===== src/rtl/fetch_pkg.sv =====
// Shared types and constants for the instruction fetch stage.
// Holds the fetch FSM states, the reset PC default and the buffered IF/ID entry.
package fetch_pkg;

   typedef enum logic [1:0] {
      ST_RUN,
      ST_WAIT,
      ST_DRAIN,
      ST_HALT
   } fetch_state_t;

   localparam logic [31:0] RESET_PC_DEFAULT = 32'h0000_0000;
   localparam logic [31:0] NOP              = 32'h0000_0000;

   typedef struct packed {
      logic [31:0] instr;
      logic [31:0] pc;
      logic [31:0] pcplus4;
   } fetch_entry_t;

   localparam fetch_entry_t ENTRY_RST = '{instr: NOP, pc: 32'h0, pcplus4: 32'h0};

endpackage


===== src/rtl/fetch_skid_buf.sv =====
// Two-entry IF/ID buffer: output register plus one skid entry, order preserving.
// A push lands in the output register next cycle; pop frees it, held words wait in the skid entry.
module fetch_skid_buf
   import fetch_pkg::*;
(
   input  logic         clk,
   input  logic         rst_n,
   input  logic         flush,
   input  logic         push,
   input  fetch_entry_t push_dat,
   input  logic         pop,
   output logic         out_vld,
   output fetch_entry_t out_dat,
   output logic         full
);

   logic         sk_vld;
   fetch_entry_t sk_dat;
   logic         take;

   assign take = pop & out_vld;
   assign full = out_vld & sk_vld;

   always_ff @(posedge clk) begin
      if (!rst_n) begin
         out_vld <= 1'b0;
         sk_vld  <= 1'b0;
         out_dat <= ENTRY_RST;
         sk_dat  <= ENTRY_RST;
      end else if (flush) begin
         out_vld <= 1'b0;
         sk_vld  <= 1'b0;
      end else if (take) begin
         // the older skid word always moves up before any new arrival
         if (sk_vld) begin
            out_dat <= sk_dat;
            sk_vld  <= push;
            if (push) sk_dat <= push_dat;
         end else begin
            out_vld <= push;
            if (push) out_dat <= push_dat;
         end
      end else if (push) begin
         if (!out_vld) begin
            out_vld <= 1'b1;
            out_dat <= push_dat;
         end else begin
            sk_vld <= 1'b1;
            sk_dat <= push_dat;
         end
      end
   end

endmodule


===== src/rtl/fetch_unit.sv =====
// Instruction fetch: one outstanding imem request, results on if_* one cycle after imem_ready.
// Requests only while the skid buffer has room; redirect flushes and drains, brk/cont halt and resume.
module fetch_unit
   import fetch_pkg::*;
#(
   parameter logic [31:0] RESET_PC = RESET_PC_DEFAULT,
   parameter int          IMEM_AW  = 32
)
(
   input  logic               clk,
   input  logic               rst_n,
   input  logic               stall,
   input  logic               redirect,
   input  logic [31:0]        redirect_pc,
   input  logic               brk,
   input  logic               cont,
   output logic               imem_req,
   output logic [IMEM_AW-1:0] imem_addr,
   input  logic               imem_ready,
   input  logic [31:0]        imem_rdata,
   output logic               if_valid,
   output logic [31:0]        if_instr,
   output logic [31:0]        if_pc,
   output logic [31:0]        if_pcplus4,
   output logic               halted
);

   fetch_state_t state_q, state_d;
   logic [31:0]  fetch_pc_q, fetch_pc_d;
   logic [31:0]  pend_pc_q, pend_pc_d;
   logic         drop_q, drop_d;
   logic         halt_pend_q, halt_pend_d;
   logic         req;
   logic [31:0]  req_pc;
   logic         push;
   logic         buf_full;
   fetch_entry_t push_dat;
   fetch_entry_t out_dat;

   always_ff @(posedge clk) begin
      if (!rst_n) begin
         state_q     <= ST_RUN;
         fetch_pc_q  <= RESET_PC;
         pend_pc_q   <= RESET_PC;
         drop_q      <= 1'b0;
         halt_pend_q <= 1'b0;
      end else begin
         state_q     <= state_d;
         fetch_pc_q  <= fetch_pc_d;
         pend_pc_q   <= pend_pc_d;
         drop_q      <= drop_d;
         halt_pend_q <= halt_pend_d;
      end
   end

   always_comb begin
      state_d     = state_q;
      fetch_pc_d  = fetch_pc_q;
      pend_pc_d   = pend_pc_q;
      drop_d      = drop_q;
      halt_pend_d = halt_pend_q;
      req         = 1'b0;
      req_pc      = pend_pc_q;
      case (state_q)
         ST_RUN: begin
            req_pc = fetch_pc_q;
            if (brk) begin
               state_d = ST_HALT;
            end else if (!buf_full) begin
               req = 1'b1;
               if (!imem_ready) begin
                  pend_pc_d = fetch_pc_q;
                  drop_d    = redirect;
                  state_d   = redirect ? ST_DRAIN : ST_WAIT;
               end
            end
         end
         ST_WAIT: begin
            req         = 1'b1;
            halt_pend_d = halt_pend_q | brk;
            if (imem_ready) begin
               state_d     = (halt_pend_q | brk) ? ST_HALT : ST_RUN;
               halt_pend_d = 1'b0;
            end else if (redirect) begin
               state_d = ST_DRAIN;
               drop_d  = 1'b1;
            end
         end
         ST_DRAIN: begin
            req         = 1'b1;
            halt_pend_d = halt_pend_q | brk;
            if (imem_ready) begin
               state_d     = (halt_pend_q | brk) ? ST_HALT : ST_RUN;
               halt_pend_d = 1'b0;
               drop_d      = 1'b0;
            end
         end
         ST_HALT: begin
            if (cont && !brk) state_d = ST_RUN;
         end
         default: state_d = ST_RUN;
      endcase

      // a response coinciding with redirect belongs to the abandoned path
      push = req & imem_ready & ~drop_q & ~redirect;
      if (push)     fetch_pc_d = req_pc + 32'd4;
      if (redirect) fetch_pc_d = redirect_pc;
   end

   assign push_dat = '{instr: imem_rdata, pc: req_pc, pcplus4: req_pc + 32'd4};

   fetch_skid_buf u_buf (
      .clk      (clk),
      .rst_n    (rst_n),
      .flush    (redirect),
      .push     (push),
      .push_dat (push_dat),
      .pop      (~stall),
      .out_vld  (if_valid),
      .out_dat  (out_dat),
      .full     (buf_full)
   );

   assign imem_req   = req & rst_n;
   assign imem_addr  = req_pc[IMEM_AW-1:0];
   assign if_instr   = out_dat.instr;
   assign if_pc      = out_dat.pc;
   assign if_pcplus4 = out_dat.pcplus4;
   assign halted     = (state_q == ST_HALT);

endmodule


===== config.mk =====
export PLATFORM = sky130hd
export DESIGN_NAME = fetch_unit
export DESIGN_NICKNAME = d
export VERILOG_FILES = /design/src/rtl/fetch_pkg.sv /design/src/rtl/fetch_skid_buf.sv /design/src/rtl/fetch_unit.sv
export SDC_FILE = /design/constraint.sdc
export NUM_CORES = 1
export LEC_CHECK = 0
export BUFFER_PORTS_ARGS = -buffer_cell sky130_fd_sc_hd__buf_2
export CORE_ASPECT_RATIO = 1.25
export CORE_UTILIZATION = 35
export DETAILED_ROUTE_END_ITERATION = 10
export PLACE_DENSITY_LB_ADDON = 0.25
export SLEW_MARGIN = 20
export SYNTH_ARGS = -nofsm -noshare
export SYNTH_HDL_FRONTEND = slang
export SYNTH_SLANG_ARGS = --single-unit

===== constraint.sdc =====
create_clock -name clk -period 7.1 [get_ports clk]
set_input_delay 1.065 -clock clk [delete_from_list [all_inputs] [get_ports clk]]
set_output_delay 1.065 -clock clk [all_outputs]
set_load 0.005 [all_outputs]

==> impl_metrics.py <==
metrics = {
    "setup_path": {
        "worstSetupPathType": "reg2out",
        "r2r_slack_ns": 3.15,
        "start_kind": "register",
        "crit_fanout": 56,
        "crit_buf_inv": 4,
        "slowest_stage": "buf_4",
        "critical_path.top_delay_family": "buffers and inverters",
        "cp-end-kind": "output pin",
        "path_cells": "inv_1 -> ha_2 -> buf_4 -> mux2i_1 -> inv_1 -> buf_2",
        "max_stage_delay_ns": 0.63,
        "crit_required_ns": 6.03,
        "crit_top_cell": "inv_1",
        "cp_data_arrival_time_ns": 3.09,
    },
    "die": {
        "die_w_um": 166,
        "initial_core_util": 0.358,
        "die_area_mm2": 0.0344,
        "die-height_um": 207,
        "core_mm2": 0.0330,
        "placementRows": 74,
        "ioPinCount": 202,
    },
    "yosys": {
        "async_flop_share": 0,
        "syn_nets": 1565,
        "synthFlopType": "dfxtp_1",
        "synth_warnings": 0,
        "synth.distinct_cells": 62,
        "synth.cell_area_mm2": 0.0118,
        "ys_ff_latch": 258,
        "ys_seq_area_frac": 0.438,
        "syn-instance-count": 1489,
        "avgSynthCellArea_um2": 7.92,
        "synth-edff-count": 0,
    },
    "route": {
        "routedWlPerCell_um": 18.4,
        "vias": 10700,
        "dr.pass1.iters": 9,
        "drtAntennaViolNets": 0,
        "route.final.wire_length_mm": 37.4,
        "drt_iter0_drc": 776,
        "drc_errors": 18,
        "via_per_inst": 5.27,
    },
    "final_layout": {
        "final_cell_mix": "nand2_1, dfxtp_1, buf_2",
        "area_delta_synth_final_pct": 17.1,
        "seq_area_mm2": 0.00516,
        "layout_commonest_cell": "nand2_1",
        "drive_above_1_share": 0.189,
        "multi_input_area_mm2": 0.00577,
        "fill_cells": 3415,
        "diodes": 0,
        "final_area_mm2": 0.0138,
        "final_nets": 1672,
    },
    "timing": {
        "fmax_mhz": 240,
        "tightest_slew_ns": 0.965,
        "layout_min_cycle_time_ns": 4.16,
        "slew_headroom": 0.356,
        "setup_tns_ns": 0,
        "clock_skew_ns": 0.0239,
        "hold_viol": 0,
        "finalSetupViolations": 0,
        "final_max_slew_viol_count": 0,
        "finalCritPeriodShare": 0.586,
        "rsz0062_at_grt": "false",
    },
    "run_status": {
        "violations": "DRC",
        "status": "complete, but fails checks",
    },
    "grt": {
        "grt_pass1_vias": 9930,
        "grt_antenna_before_repair": 0,
        "met3_usage": 0.0298,
        "busiest_layer": "met2",
        "track_usage": 0.212,
        "grt_max_degree": 143,
        "use_met2": 0.367,
        "met1_usage": 0.266,
        "grt_pass1_wl_mm": 58.1,
        "overflow": 0,
    },
    "clocking": {
        "htree_levels": 1,
        "cts-resized-gates": 0,
        "path_clk_slew_ns": 0.07,
        "numCtsBuffers": 29,
        "clk_path_buf_depth": 3,
        "post_cts_buffers": 0,
        "cts_root_buffer": "clkbuf_16",
        "cts_tree": "built",
        "clkLatencyLatePin_ns": 0.55,
        "cts_hold_buf": 0,
        "clock_sinks": 258,
    },
    "run": {
        "maxCapViolations": 0,
    },
    "power": {
        "irDropWorstVdd_uv": 166,
        "p_per_area_mw_per_mm2": 329,
        "cellLeakagePower_nw": 5.83,
    },
    "place": {
        "gp_congestion": 0.849,
        "placed_area_mm2": 0.0128,
        "port_buffers": 201,
        "dp_hpwl_mm": 24.0,
    },
    "worst_hold_path": {
        "hold_class": "reg2reg",
    },
}
==> flip-flops by register name (all words and copies together) (netlist names) <==
register,cells
u_buf.sk_dat,94
pend_pc_q,32
fetch_pc_q,32
state_q,2
u_buf.sk_vld,1
u_buf.out_vld,1
u_buf.out_dat,94
drop_q,1
halt_pend_q,1
==> tightest hold or removal path, stage by stage, from the launching register on <==
cell     delay, ns
dfxtp_1       0.30
nand2_1       0.05
a21oi_1       0.05
==> stage by stage <==
step / instances / utilization / hold slack (ns) / worst slack, ns / total power, mW
after CTS: 2034 / 0.419 / 0.448 / 2.86 / 4.58
after floorplan: 1489 / - / 0.429 / 3.56 / 2.60
final: 2034 / 0.419 / 0.447 / 2.94 / 4.53
after global placement: 1983 / 0.389 / 0.437 / 3.22 / 2.99
after detailed placement: 1983 / 0.389 / 0.440 / 3.18 / 3.00
after global routing: 2034 / 0.419 / 0.466 / 2.75 / 4.77
==> Yosys cell counts (all sizes together), types with 4 or more instances <==
cell type / count / area share
a211oi: 37 / 0.025
a21oi: 165 / 0.070
a22oi: 4 / 0.0053
a311oi: 44 / 0.033
a31oi: 11 / 0.0058
and2: 16 / 0.0085
and3: 4 / 0.0021
buf: 57 / 0.034
clkbuf: 93 / 0.030
dfxtp: 258 / 0.44
ha: 5 / 0.0053
inv: 38 / 0.012
mux2i: 30 / 0.026
nand2: 362 / 0.12
nand2b: 11 / 0.0058
nand3: 36 / 0.016
nand3b: 4 / 0.0047
nand4: 15 / 0.0092
nand4b: 7 / 0.0083
nor2: 106 / 0.034
nor3: 8 / 0.0042
o211a: 11 / 0.0093
o211ai: 41 / 0.026
o21a: 4 / 0.0025
o21ai: 64 / 0.027
o221a: 4 / 0.0038
o31ai: 6 / 0.0042
or3: 8 / 0.0042
xnor2: 17 / 0.013
==> where the power goes <==
part	switching (mW)	internal [mW]	leakage, nW
combinational	0.795	0.467	3.26
clock	0.622	0.945	0.480
sequential	0.103	1.60	2.09
==> cells by family (layout without fill, tap and decap cells) <==
logic type / count (synthesis) / count (layout) / synth area share
AND/OR/NAND/NOR: 584 / 584 / 0.217
AO/OA/AOI/OAI: 406 / 406 / 0.224
flip-flops: 258 / 258 / 0.438
buffers and inverters: 188 / 315 / 0.0756
multiplexers: 31 / 31 / 0.0271
XOR/XNOR: 17 / 17 / 0.0126
adder cells (fa/ha/maj): 5 / 5 / 0.00531
==> final cells by class <==
cell class / instances / area share
multi-input combinational: 1043 / 0.418
tap: 418 / 0.0379
timing repair buffer: 226 / 0.0874
inverter: 38 / 0.0107
clock inverter: 12 / 0.0125
clock buffer: 39 / 0.0589
sequential: 258 / 0.374
==> worst paths after layout <==
path	depth (start not counted)	startpoint	to
worst max-delay path	6	state_q[0]	imem_addr[17]
worst min-delay path	2	u_buf.out_dat[43]	u_buf.out_dat[43]
worst max register to register	9	state_q[0]	u_buf.out_dat[28]
worst min register to register	2	u_buf.out_dat[43]	u_buf.out_dat[43]
==> per-layer routing <==
metal  vias up  wire [um]
li1       5339          -
met1      4992      15800
met2       316      18200
met3        67       2150
met4         0       1250
met5         -          0
No activity file was read; power rests on OpenSTA's default activity.
